`config.mk`:
```
export PLATFORM = sky130hd
export DESIGN_NAME = rr_arbiter_lock
export DESIGN_NICKNAME = d
export VERILOG_FILES = /design/src/rtl/rr_arbiter_lock.sv
export SDC_FILE = /design/constraint.sdc
export NUM_CORES = 1
export LEC_CHECK = 0
export BUFFER_PORTS_ARGS = -buffer_cell sky130_fd_sc_hd__buf_4
export CAP_MARGIN = 20
export CORE_AREA = 2 2 39 41
export DETAILED_ROUTE_END_ITERATION = 7
export DIE_AREA = 0 0 41 43
export PLACE_DENSITY = 0.74
export SYNTH_ARGS = -nofsm -noshare
export SYNTH_HDL_FRONTEND = slang
export SYNTH_SLANG_ARGS = --single-unit
```
`constraint.sdc`:
```
create_clock -name clk -period 3.6 [get_ports clk]
set_clock_uncertainty 0.2 [all_clocks]
set_input_delay 1.08 -clock clk [delete_from_list [all_inputs] [get_ports clk]]
set_output_delay 1.08 -clock clk [all_outputs]
set_load 0.05 [all_outputs]
```
`src/rtl/rr_arbiter_lock.sv`:
```
// N-way round-robin arbiter with wormhole packet locking and an optional
// per-ownership hold limit that forces the owner to release the output.
module rr_arbiter_lock #(
    parameter int N_REQ    = 4,
    parameter int IDX_W    = $clog2(N_REQ),
    parameter int MAX_HOLD = 0
) (
    input  logic             clk,
    input  logic             arst,
    input  logic [N_REQ-1:0] req_i,
    input  logic [N_REQ-1:0] lock_i,
    input  logic             update_i,
    output logic [N_REQ-1:0] grant_o,
    output logic [IDX_W-1:0] grant_idx_o,
    output logic             grant_valid_o,
    output logic             locked_o,
    output logic             forced_release_o
);

    // Unlimited mode keeps a 16-bit saturating counter; otherwise the counter
    // is just wide enough to reach MAX_HOLD without wrapping.
    localparam int HOLD_W = (MAX_HOLD == 0) ? 16 : $clog2(MAX_HOLD + 1);

    typedef enum logic {
        ST_IDLE   = 1'b0,
        ST_LOCKED = 1'b1
    } state_t;

    state_t            st_q, st_d;
    logic [N_REQ-1:0]  mask_q, mask_d;
    logic [IDX_W-1:0]  owner_q, owner_d;
    logic [HOLD_W-1:0] hold_q, hold_d;
    logic              frc_q, frc_d;

    logic [N_REQ-1:0]  masked;
    logic [IDX_W-1:0]  masked_idx;
    logic [IDX_W-1:0]  req_idx;
    logic [IDX_W-1:0]  idle_idx;
    logic              masked_any;
    logic [IDX_W-1:0]  gnt_idx;
    logic              gnt_vld;
    logic              accept;

    // Priority pick: lowest masked requester first, falling back to the lowest
    // raw requester so the search wraps around after the last grant.
    always_comb begin
        masked     = req_i & mask_q;
        masked_any = |masked;
        masked_idx = '0;
        req_idx    = '0;
        for (int i = N_REQ - 1; i >= 0; i--) begin
            if (masked[i]) begin
                masked_idx = IDX_W'(i);
            end
            if (req_i[i]) begin
                req_idx = IDX_W'(i);
            end
        end
        idle_idx = masked_any ? masked_idx : req_idx;
    end

    always_comb begin
        gnt_idx = '0;
        gnt_vld = 1'b0;
        if (!arst) begin
            if (st_q == ST_LOCKED) begin
                gnt_idx = owner_q;
                gnt_vld = req_i[owner_q];
            end else begin
                gnt_idx = idle_idx;
                gnt_vld = |req_i;
            end
        end
    end

    assign accept = update_i & gnt_vld;

    always_comb begin
        st_d    = st_q;
        mask_d  = mask_q;
        owner_d = owner_q;
        hold_d  = hold_q;
        frc_d   = 1'b0;
        if (accept) begin
            case (st_q)
                ST_IDLE: begin
                    for (int k = 0; k < N_REQ; k++) begin
                        mask_d[k] = (k > int'(gnt_idx));
                    end
                    // A one-beat hold limit would release immediately, so never lock.
                    if (lock_i[gnt_idx] && (MAX_HOLD != 1)) begin
                        st_d    = ST_LOCKED;
                        owner_d = gnt_idx;
                        hold_d  = HOLD_W'(1);
                    end
                end
                ST_LOCKED: begin
                    if (!lock_i[owner_q]) begin
                        st_d   = ST_IDLE;
                        hold_d = '0;
                    end else if ((MAX_HOLD != 0) && (int'(hold_q) + 1 == MAX_HOLD)) begin
                        st_d   = ST_IDLE;
                        hold_d = '0;
                        frc_d  = 1'b1;
                    end else if (!((MAX_HOLD == 0) && (&hold_q))) begin
                        hold_d = hold_q + HOLD_W'(1);
                    end
                end
                default: begin
                    st_d = ST_IDLE;
                end
            endcase
        end
    end

    always_ff @(posedge clk) begin
        if (arst) begin
            st_q    <= ST_IDLE;
            mask_q  <= '1;
            owner_q <= '0;
            hold_q  <= '0;
            frc_q   <= 1'b0;
        end else begin
            st_q    <= st_d;
            mask_q  <= mask_d;
            owner_q <= owner_d;
            hold_q  <= hold_d;
            frc_q   <= frc_d;
        end
    end

    assign grant_o          = gnt_vld ? ({{(N_REQ-1){1'b0}}, 1'b1} << gnt_idx) : '0;
    assign grant_idx_o      = gnt_vld ? gnt_idx : '0;
    assign grant_valid_o    = gnt_vld;
    assign locked_o         = !arst && (st_q == ST_LOCKED);
    assign forced_release_o = !arst && frc_q;

    a_onehot : assert property (@(posedge clk) $onehot0(grant_o));
    a_valid  : assert property (@(posedge clk) grant_valid_o == (|grant_o));

endmodule

```
* After elaboration in Yosys (flattened, before gate mapping)
Cells that the tools add are included.
Storage, ports and cells: word-level logic and storage cells 42, output and inout bits 9, bits in registers 7, input port bits 11
Operators by class: multiplexer cells 24, shifts and indexed selects 1, reduce and logical (&&, ||, !) cells 6, order comparisons 5, bitwise operators 3
Operators by type and width (count):
- two-way mux 2 bit | 12
- OR reduction 4 bit | 2
- two-way mux 1 bit | 7
- binary-select mux 1 bit (select 2 bit) | 3
- less-than comparator 2 x 3 -> 1 bit, second input constant | 2
- AND 4 bit | 1
- greater-than comparator 2 bit, first input constant | 2
- two-way mux 4 bit | 1
- << shifter 1 x 2 -> 4 bit, first input constant | 1
- AND reduction 3 bit | 1
- greater-than comparator 1 x 2 -> 1 bit, first input constant | 1
- one-hot mux 1 bit (2 select lines) | 1
- AND reduction 2 bit | 1
- AND 1 bit | 1
- logical AND 1 bit | 1
- logical NOT 1 bit | 1
- NOT 1 bit | 1

* Logic depth before layout (Yosys ltp)
word-level depth 12, depth in mapped cells 7, mapped depth without buffers 6

* Worst setup path after synthesis
Ideal clock, no wire load.
path kind input-to-output, start point input req_i[2], end point output grant_o[2], path buffers 0, required time 2320 ps, setup slack -1070 ps, cell stages on the path 5, data arrival time 3390 ps, path through mux4_1 nor2b_1 or3_4 nor3_1 and2_1
Between the ends: longest elaborated chain between the ends 9, elaborated cells between the ends (all ways) 18, those cells by class 1 x shift; 14 x mux; 1 x bitwise; 2 x reduce/logical
Ends and longest elaborated chain:
- from (decl) | RTL line 10 | input logic [N_REQ-1:0] req_i,
- AND 4 bit | RTL line 47 | masked = req_i & mask_q;
- two-way mux 2 bit (3 in series) | RTL line 52 | if (masked[i]) begin
- two-way mux 2 bit | RTL line 59 | idle_idx = masked_any ? masked_idx : req_idx;
- two-way mux 2 bit | RTL line 66 | if (st_q == ST_LOCKED) begin
- two-way mux 2 bit | RTL line 65 | if (!arst) begin
- << shifter 1 x 2 -> 4 bit | RTL line 132 | assign grant_o = gnt_vld ? ({{(N_REQ-1){1'b0}}, 1'b1} << gnt_idx) : '0;
- two-way mux 4 bit (*) | RTL line 132
- to (decl) | RTL line 13 | output logic [N_REQ-1:0] grant_o,
Mark *: on every way between the ends. The rest lies on a longest branch, timed or not. The select of a mux whose other input is x is not followed.

* Worst setup path after layout
start point input req_i[0], end point output grant_o[2]
Between the ends: longest elaborated chain between the ends 7, elaborated cells between the ends (all ways) 14, those cells by class 1 x shift; 10 x mux; 1 x bitwise; 2 x reduce/logical
Ends and longest elaborated chain (RTL line):
- AND 4 bit | 47
- OR reduction 4 bit / two-way mux 2 bit (equally long branches) | 48, 52
- two-way mux 2 bit | 59
- two-way mux 2 bit | 66
- two-way mux 2 bit | 65
- << shifter 1 x 2 -> 4 bit | 132
- two-way mux 4 bit (*) | 132
Marked as above.

==> reports/metrics.yaml <==
synth:
  yosys.area.top_type: "dfxtp_1"
  syn_inst: 78
  ys_ff_latch: 7
  synthesis.nets: 89
  synthArstFlopShare: 0
  synth_warnings: 0
  yosysSeqAreaShare: 0.238
  synthFlopType: "dfxtp_1"
  synth_top_area_share: 0.238
  synth_area_sq_um: 589
  synth_edf_count: 0
  synth.avg_cell_area_sq_um: 7.56
  synth_area_leaders: "dfxtp_1 (24%), mux4_1 (8.9%), nor2_1 (6.4%), nand2_1 (5.7%), nand2b_1 (4.2%)"
  netlist-cell-type-count: 32
final_layout:
  fin_util: 0.781
  final_layout_size_suffix_gt1_frac: 0.500
  antenna_cells: 0
  area_delta_synth_final_pct: 83.4
  nets: 136
critical_path:
  worstSetupPathType: "input port to output pin"
  required_ns: 2.32
  arrival_ns: 2.44
  end_kind: "output pin"
  start_kind: "input port"
  cp_max_fo: 5
clocking:
  clockBufferDepth: 2
  root_buffer: "clkbuf_4"
  insertion_delay_ns: 0.26
  clk_pin_slew_ns: 0.05
  numCtsBuffers: 3
  cts_sinks: 7
  cts_max_level: 1
  cts_tree: "done"
  cts_hold_buf: 0
sta:
  setup_slack_ns: -0.123
  fin_crit_sh: 1.03
  finalMaxSlewViolations: 0
  rsz0062_at_grt: "yes"
  finalHoldViolCount: 0
  period_needed_ns: 3.72
  fmax_mhz: 269
  setup_viol: 6
pwr:
  p_int_mw: 0.208
  ir_drop_mv: 0.288
  p_per_area_nw_per_um2: 300
  leakagePower_nw: 0.512
  p_sw_frac: 0.359
  pwr-share-seq: 0.284
  power_frac_comb: 0.493
  p_switching_mw: 0.117
  p_total_mw: 0.325
  p_clk_frac: 0.223
outcome:
  violations: "negative setup slack"
  status: "finished with violations"
routing:
  drt-pass1-iter-count: 4
  wirelength_um: 2180
  drc: 0
  postRouteAntennaNets: 0
  wl_per_cell_um: 15.6
  via_per_inst: 5.61
  via_count: 786
  drtIter0Drc: 12
die:
  die_x_um: 41
  pin_count: 20
  die-area_sq_um: 1760
  rows: 14
  start_util: 0.426
  fp.dieH_um: 43
  core_area_sq_um: 1380
global_routing:
  grt_pass1_vias: 786
  grt_usage: 0.293
  overflow: 0
  grt_pass1_wl_um: 3380
  antenna_found_initial: 0
  grt_start_max_net_pins: 14
place:
  gp_congestion: 0.771
  hpwl_um: 1350
  portBuffers: 18
hold_path:
  hold_class: "flop to flop"
run:
  max-cap-violations: 0
power groups by stage:
| stage | combinational [mW] | clock [mW] | sequential (mW) |
|---|---|---|---|
| floorplan | 0.0783 | 0 | 0.0878 |
| global placement | 0.123 | 0 | 0.0923 |
| detailed placement | 0.126 | 0 | 0.0929 |
| CTS | 0.148 | 0.0754 | 0.0914 |
| global route | 0.169 | 0.0786 | 0.0927 |
| finish | 0.160 | 0.0723 | 0.0924 |
cells in the mapped netlist (all sizes together), types with 2 or more instances:
cell and instances:
nor2 10, dfxtp 7, o21ai 3, or2 2, clkbuf 2, nand3b 2, nor2b 2, a21o 2
nand2 9, o211a 2, inv 4, nor3 5, a21oi 2, and3 2, o22ai 2, mux4 2
nand2b 4, a211o 2
cells by family (layout without fill, tap and decap cells):
kind of cell	Yosys count	count (layout)	share of synthesized area
mux	3	3	0.106
compound gates	19	19	0.236
simple gates	41	41	0.363
buf+inv	7	53	0.0510
other cells	1	1	0.00636
flops	7	7	0.238
metal layers:
metal / vias up / global-route usage / part of all wire
met5: - / 0 / 0
met4: 0 / 0.160 / 0.041
met3: 10 / 0.0995 / 0.071
met2: 41 / 0.466 / 0.54
met1: 365 / 0.322 / 0.35
li1: 370 / - / -
area by class of cell:
cell class | instances | area (sq um)
multi-input cells | 64 | 463
inverters | 4 | 18.8
repair buffers | 45 | 413
clock buffers | 4 | 26.3
flip-flops and latches | 7 | 140
fillers | 101 | 303
well taps | 16 | 20.0
critical path: stages:
cell	delay [ns]
buf_8	0.08
mux4_2	0.23
nor2b_2	0.04
or3_4	0.38
buf_6	0.13
nor3_4	0.19
and2_4	0.17
buf_8	0.13
registers in the layout, summed over array words and instances (netlist names):
signal / cells
mask_q: 4
owner_q: 2
st_q: 1
stage by stage:
stage / area, sq um / TNS [ns] / worst slack [ns] / hold slack [ns] / std cells
final: 1080 / -0.505 / -0.123 / 0.315 / 140
after floorplan: 629 / -0.653 / -0.160 / 0.251 / 78
after global routing: 1080 / -0.794 / -0.173 / 0.313 / 140
after detailed placement: 897 / -0.972 / -0.235 / 0.280 / 126
after CTS: 1040 / -0.319 / -0.0933 / 0.292 / 139
after global placement: 897 / -0.783 / -0.182 / 0.276 / 126
cells in the final DEF, fill, tap and decap left out, types with 3 or more instances in the layout:
| cell type | instances |
|---|---|
| nor2_1 | 7 |
| dfxtp_1 | 7 |
| clkbuf_4 | 3 |
| nand2_1 | 9 |
| buf_6 | 4 |
| buf_8 | 8 |
| buf_4 | 33 |
| nor3_1 | 4 |
| o21ai_0 | 3 |
| nand2b_1 | 4 |
what timing repair did:
action,CTS,global route
resized for setup,16,10
pin swaps,7,8
endpoints found under the setup margin,6,7
setup buffers,9,1
final timing paths:
| check | cells past startpoint | end | startpoint | slack, ns |
|---|---|---|---|---|
| worst max register to register | 15 | st_q | st_q | 0.70 |
| worst min-delay path | 1 | mask_q[0] | mask_q[0] | 0.31 |
| worst max-delay path | 8 | grant_o[2] | req_i[0] | -0.12 |
| worst min register to register | 1 | mask_q[0] | mask_q[0] | 0.31 |
Note: power is estimated with default switching activity, not from simulation.
